<file path="config.mk">
export PLATFORM = sky130hd
export DESIGN_NAME = pipelined_addsub
export DESIGN_NICKNAME = d
export VERILOG_FILES = /design/src/rtl/pipelined_addsub.sv
export SDC_FILE = /design/constraint.sdc
export NUM_CORES = 1
export LEC_CHECK = 0
export BUFFER_PORTS_ARGS = -buffer_cell sky130_fd_sc_hd__buf_4
export CAP_MARGIN = 25
export CORE_ASPECT_RATIO = 1.2
export CORE_UTILIZATION = 46
export DETAILED_ROUTE_END_ITERATION = 12
export PLACE_DENSITY_LB_ADDON = 0.25
export REMOVE_ABC_BUFFERS = 1
export SYNTH_ARGS = -nofsm -noshare
export SYNTH_HDL_FRONTEND = slang
export SYNTH_SLANG_ARGS = --single-unit
</file>
<file path="constraint.sdc">
create_clock -name clk -period 5.25 [get_ports clk]
set_clock_uncertainty 0.05 [all_clocks]
set_input_delay 0.525 -clock clk [delete_from_list [all_inputs] [get_ports clk]]
set_output_delay 0.525 -clock clk [all_outputs]
set_load 0.1 [all_outputs]
</file>
<file path="src/rtl/pipelined_addsub.sv">
// Chunked, pipelined adder/subtractor: CHUNK bits of the sum are resolved per
// stage, with the ripple carry registered between stages.
module pipelined_addsub #(
  parameter int WIDTH = 16,
  parameter int CHUNK = 4
) (
  input  logic             clk,
  input  logic             rst,
  input  logic             en,
  input  logic             in_valid,
  input  logic [WIDTH-1:0] a,
  input  logic [WIDTH-1:0] b,
  input  logic             cin,
  input  logic             sub,
  output logic [WIDTH-1:0] s,
  output logic             c,
  output logic             ovf,
  output logic             out_valid,
  output logic             busy
);

  localparam bit CFG_BAD = (WIDTH <= 0) || (CHUNK <= 0) ||
                           ((WIDTH % ((CHUNK > 0) ? CHUNK : 1)) != 0);
  localparam int STAGES = (CFG_BAD) ? 1 : WIDTH / CHUNK;
  localparam int unsigned LAST = STAGES - 1;

  if (CFG_BAD) begin : g_cfg_check
    $error("pipelined_addsub: WIDTH must be a positive multiple of CHUNK");
  end

  // Stage k holds the full operands, the low k*CHUNK sum bits already
  // resolved, and the carry into chunk k.
  logic [WIDTH-1:0]  a_q       [STAGES];
  logic [WIDTH-1:0]  b_q       [STAGES];
  logic [WIDTH-1:0]  s_q       [STAGES];
  logic [STAGES-1:0] carry_q;
  logic [STAGES-1:0] valid_q;

  logic [CHUNK:0]    chunk_sum [STAGES];
  logic [WIDTH-1:0]  s_next    [STAGES];

  always_comb begin
    for (int unsigned k = 0; k < STAGES; k++) begin
      chunk_sum[k] = {1'b0, a_q[k][k*CHUNK +: CHUNK]}
                   + {1'b0, b_q[k][k*CHUNK +: CHUNK]}
                   + {{CHUNK{1'b0}}, carry_q[k]};
      s_next[k] = s_q[k];
      s_next[k][k*CHUNK +: CHUNK] = chunk_sum[k][CHUNK-1:0];
    end
  end

  always_ff @(posedge clk) begin
    if (!rst) begin
      for (int unsigned k = 0; k < STAGES; k++) begin
        a_q[k] <= '0;
        b_q[k] <= '0;
        s_q[k] <= '0;
      end
      carry_q   <= '0;
      valid_q   <= '0;
      s         <= '0;
      c         <= 1'b0;
      ovf       <= 1'b0;
      out_valid <= 1'b0;
    end else if (en) begin
      // Subtraction folds into addition: a + ~b + ~cin == a - b - cin.
      a_q[0]     <= a;
      b_q[0]     <= sub ? ~b : b;
      s_q[0]     <= '0;
      carry_q[0] <= cin ^ sub;
      valid_q[0] <= in_valid;
      for (int unsigned k = 0; k + 1 < STAGES; k++) begin
        a_q[k+1]     <= a_q[k];
        b_q[k+1]     <= b_q[k];
        s_q[k+1]     <= s_next[k];
        carry_q[k+1] <= chunk_sum[k][CHUNK];
        valid_q[k+1] <= valid_q[k];
      end
      out_valid <= valid_q[LAST];
      // Result registers only load on a real operation, so they hold across bubbles.
      if (valid_q[LAST]) begin
        s   <= s_next[LAST];
        c   <= chunk_sum[LAST][CHUNK];
        ovf <= (a_q[LAST][WIDTH-1] == b_q[LAST][WIDTH-1]) &&
               (s_next[LAST][WIDTH-1] != a_q[LAST][WIDTH-1]);
      end
    end
  end

  assign busy = (|valid_q) | out_valid;

endmodule

</file>
Yosys cells after proc, flatten, opt, wreduce, memory -nomap -nowiden
Memories as Yosys holds them, arrays and structs flattened. A register that Yosys moved wholly into a read port is not among the register bits.
Index checks and enable logic that the tools add are counted.
- add/sub/neg operators: 8
- equal/unequal tests: 2
- muxes and demuxes: 17
- bitwise logic cells: 15
- reductions and logical operators: 4
- operators with widths (cell ; number):
    2-to-1 mux 16 bit ; 13
    adder 4 x 4 -> 5 bit ; 4
    adder 5 x 1 -> 5 bit ; 4
    NOT 16 bit ; 1
    OR 1 bit ; 13
    2-to-1 mux 1 bit ; 4
    OR reduction 4 bit ; 1
    AND reduction 2 bit ; 1
    equality test 1 bit ; 1
    logical AND 1 bit ; 1
    zero test 1 bit ; 1
    inequality test 1 bit ; 1
    XOR 1 bit ; 1
- register bits: 27
- memory bits (writable): 192
- output and inout port bits: 20
- word-level logic and storage cells: 55
- memories: 3
- memories (name ; words ; width ; rd ports ; clocked after Yosys merged registers in ; wr ports ; RTL line ; text):
    a_q ; 4 ; 16 ; 4 ; 0 ; 4 ; 33 ; logic [WIDTH-1:0] a_q [STAGES];
    b_q ; 4 ; 16 ; 4 ; 0 ; 4 ; 34 ; logic [WIDTH-1:0] b_q [STAGES];
    s_q ; 4 ; 16 ; 4 ; 1 ; 4 ; 35 ; logic [WIDTH-1:0] s_q [STAGES];

Depth between registers and ports, before layout
- depth after elaboration: 4
- gate-level depth with buffers: 6
- gate-level depth less buffers: 6

Least setup slack after synthesis
OpenSTA, ideal clock, no wires.
- kind: input to register
- start point: input port en
- end point: memory a_q[0][0], enable pin
- arrival time: 3.446 ns
- path slack: 1.274 ns
- stages: 3
- buffers on the path: 2
- cell sequence: buf_6 clkbuf_1 nand2b_1
- RTL lines (element ; RTL line ; text):
    start: declaration ; 9 ; input logic en,
    end: declaration ; 33 ;

==> flow_summary.rst <==
.. list-table::
   :header-rows: 1

   * - Metric
     - Value
   * - Result of the run
     - finished, final reports clean
   * - Num CTS Buffers
     - 17
   * - Startpoint class of the critical path
     - primary input
   * - Power, Total
     - 2.63 mW
   * - IR drop worst, VDD
     - 0.000240 V
   * - Number of max-cap violations
     - 0
   * - Worst Path Max Fanout
     - 113
   * - First-pass GRT wire length
     - 14000 um
   * - Synth area leader
     - sky130_fd_sc_hd__edfxtp_1
   * - Part of the power in registers
     - 0.461
   * - Final Non-Filler Cells
     - 639
   * - Source of the worst register-to-register timing path
     - a_q[0][60]
   * - Residual DRC count
     - 0
   * - Via count of the first global-routing pass
     - 3144
   * - Standard-cell rows
     - 43
   * - Clock network latency to the later pin of the worst-skew pair
     - 410 ps
   * - Chip Width
     - 102 um
   * - Clock Tree Buf Depth
     - 2
   * - CTS tree
     - done
   * - Hold bufs inserted after CTS
     - 0
   * - Lkg Pwr
     - 2.95 nW
   * - Achievable Freq
     - 434 MHz
   * - Post-CTS setup buffer count
     - 0
   * - Maximum number of pins on one net before global-route repair
     - 114
   * - Max-slew headroom
     - 0.417
   * - Sequential element share of the synthesized area
     - 0.659
   * - Setup TNS
     - 0 ps
   * - Number of synthesized flops with an enable pin
     - 104
   * - Full die area
     - 0.0125 mm2
   * - Total setup violations reported at the end of the flow
     - 0
   * - Top Ports
     - 58
   * - Sort of element at the end of the critical path
     - flip-flop
   * - Switching Share
     - 0.201
   * - Antenna violations before repair
     - 0
   * - Slowest library cell on the worst path
     - sky130_fd_sc_hd__nand2_1
   * - Antenna-violating nets left
     - 0
   * - Number of DRC markers after the initial detailed-route iteration
     - 192
   * - Total wire length after detailed routing
     - 8330 um
   * - Category of the critical setup timing path
     - in -> reg
   * - Number of distinct standard cells referenced by the synthesized netlist
     - 33
   * - Number of failing hold endpoints at the final stage
     - 0
   * - Launch point of the worst path
     - rst
   * - Resized Gates After CTS
     - 0
   * - Dpl hpwl
     - 4760 um
   * - Avg Vias per Cell
     - 4.88
   * - Final routed wire length divided by cell count
     - 13.0 um
   * - Net switching power
     - 0.528 mW
   * - Mapped Cells
     - 421
   * - Initial Util
     - 0.476
   * - Top cells by instance count after synthesis
     - sky130_fd_sc_hd__edfxtp_1 (104), sky130_fd_sc_hd__and3_1 (79), sky130_fd_sc_hd__nand2_1 (33)
   * - Design area
     - 0.00671 mm2
   * - Hold wc startpoint
     - in_valid
   * - Worst-path clk slew
     - 50 ps
   * - CP peak stage delay
     - 740 ps
   * - Number of instances in the placed design
     - 606
   * - Total cell area at the placement stage
     - 0.00605 mm2
   * - Number of clock sinks seen by CTS
     - 131
   * - Power per cell area
     - 391 mW/mm2
   * - Final hold slack
     - 355 ps
   * - Synthesis warning total
     - 0
   * - Clock network power share
     - 0.478
   * - Combinational share of power
     - 0.061
   * - Cells along the critical path
     - buf_4 -> nand2_1 -> or2_0 -> mux2i_1
   * - Gpl congestion
     - 0.740
   * - Mean Syn Cell Area
     - 13.2 um2
   * - RSZ-0062 raised after global routing
     - false
   * - Transition time at the pin with the least slew margin
     - 875 ps
   * - Data arrival at the endpoint of the critical path
     - 2510 ps
   * - Routed via count
     - 3120
   * - Power Internal
     - 2.10 mW
   * - Final critical-path required period
     - 2310 ps
   * - Primary flip-flop cell chosen by synthesis mapping
     - sky130_fd_sc_hd__edfxtp_1
   * - GRT Residual Overflow
     - 0
   * - Deepest level of the CTS H-tree
     - 4
   * - Count of buffers from port buffering
     - 57
   * - Final Cycle Share
     - 0.439
   * - Share of cells above drive strength 1
     - 0.191
   * - Most used standard cell by instance count after synthesis
     - sky130_fd_sc_hd__edfxtp_1
   * - Synthesized flop and latch total
     - 131
   * - All-Layer GR Usage
     - 0.148
   * - Area Overhead vs Synth
     - 20.8%
   * - Ant diodes
     - 0
   * - Req. time, crit path
     - 5450 ps
   * - Post-synth design cell area
     - 0.00556 mm2
   * - Share of the synthesized area in the top cell type
     - 0.562
   * - Cell types occupying the most area after synthesis
     - sky130_fd_sc_hd__edfxtp_1 (56%), sky130_fd_sc_hd__dfxtp_1 (9.7%), sky130_fd_sc_hd__and3_1 (8.9%), sky130_fd_sc_hd__fa_1 (2.9%), sky130_fd_sc_hd__xnor2_1 (2.8%)
   * - Cell at the root of the clock tree
     - sky130_fd_sc_hd__clkbuf_16
   * - Net count, final
     - 527
   * - Die Y
     - 122 um
   * - Max Transition Viols Final
     - 0
   * - Hold Crit Class
     - in -> reg
   * - Async set or reset register ratio after synthesis
     - 0
   * - First drt pass iteration count
     - 4
   * - Placeable core region
     - 0.0117 mm2
[power by group through the flow]
stage	Combinational (mW)	Clock, mW	Sequential [mW]
after floorplan	0.0922	0	1.23
after global placement	0.153	0	1.23
after detailed placement	0.160	0	1.23
after CTS	0.161	1.28	1.21
after global routing	0.183	1.32	1.22
final	0.160	1.26	1.21
[stage by stage]
step,worst slack (ps),utilization
after global routing,2690,0.575
after global placement,2300,0.518
after floorplan,1670,-
after detailed placement,2220,0.518
final,2940,0.575
after CTS,2670,0.573
[state kept, by name, indices dropped and copies added, names as in the netlist]
name       flops
a_q           40
b_q           40
c              1
carry_q        4
out_valid      1
ovf            1
s             16
s_q           24
valid_q        4
[kinds of logic after synthesis]
logic type / count (synthesis) / synth area share
flops: 131 / 0.659
buf+inv: 43 / 0.0356
compound gates: 42 / 0.0534
mux: 7 / 0.0126
xor+xnor: 18 / 0.0284
simple gates: 160 / 0.155
fa+ha+maj: 20 / 0.0559
[placed cells by master (no fill, tap or decap), types with 3 or more instances in the layout]
| master | netlist | layout |
|---|---|---|
| sky130_fd_sc_hd__a21boi_0 | 9 | 9 |
| sky130_fd_sc_hd__a21boi_1 | 6 | 6 |
| sky130_fd_sc_hd__a21o_1 | 5 | 5 |
| sky130_fd_sc_hd__a21oi_1 | 6 | 6 |
| sky130_fd_sc_hd__a31oi_1 | 3 | 3 |
| sky130_fd_sc_hd__and3_1 | 79 | 79 |
| sky130_fd_sc_hd__buf_4 | 2 | 58 |
| sky130_fd_sc_hd__bufinv_16 | 0 | 5 |
| sky130_fd_sc_hd__clkbuf_16 | 0 | 17 |
| sky130_fd_sc_hd__clkinv_2 | 0 | 3 |
| sky130_fd_sc_hd__clkinv_4 | 0 | 3 |
| sky130_fd_sc_hd__dfxtp_1 | 27 | 27 |
| sky130_fd_sc_hd__edfxtp_1 | 104 | 104 |
| sky130_fd_sc_hd__fa_1 | 8 | 8 |
| sky130_fd_sc_hd__ha_1 | 12 | 12 |
| sky130_fd_sc_hd__inv_1 | 13 | 13 |
| sky130_fd_sc_hd__mux2i_1 | 7 | 7 |
| sky130_fd_sc_hd__nand2_1 | 33 | 33 |
| sky130_fd_sc_hd__nand3_1 | 5 | 5 |
| sky130_fd_sc_hd__nor2_1 | 20 | 20 |
| sky130_fd_sc_hd__nor2b_1 | 10 | 10 |
| sky130_fd_sc_hd__nor3_1 | 4 | 4 |
| sky130_fd_sc_hd__o21ai_0 | 6 | 6 |
| sky130_fd_sc_hd__or2_0 | 3 | 3 |
| sky130_fd_sc_hd__xnor2_1 | 18 | 18 |
[final timing paths]
path | cells after the start | slack, ps | end
worst max register to register | 5 | 3330 | c
worst min-delay path | 3 | 360 | valid_q[0]
worst max-delay path | 4 | 2940 | s_q[2][7]
worst min register to register | 2 | 400 | s[12]
[per-layer routing]
layer  wire, um  track usage
met3        293       0.0467
met1       3790        0.171
met5          0            0
met4        170       0.0696
met2       4070        0.250
[final cells by class]
class	instances	area, um2
multi-input combinational	247	1700
sequential	131	3660
fill	960	4960
inverter	13	48.8
clock inverter	15	214
clock buffer	17	425
tap	157	196
timing repair buffer	59	463
[worst max-delay path, delay by kind of cell]
family | cells | cell delay, ps
AND/OR/NAND/NOR | 2 | 1170
buffers and inverters | 1 | 660
multiplexers | 1 | 130
Power figures use the tool's default switching activity.
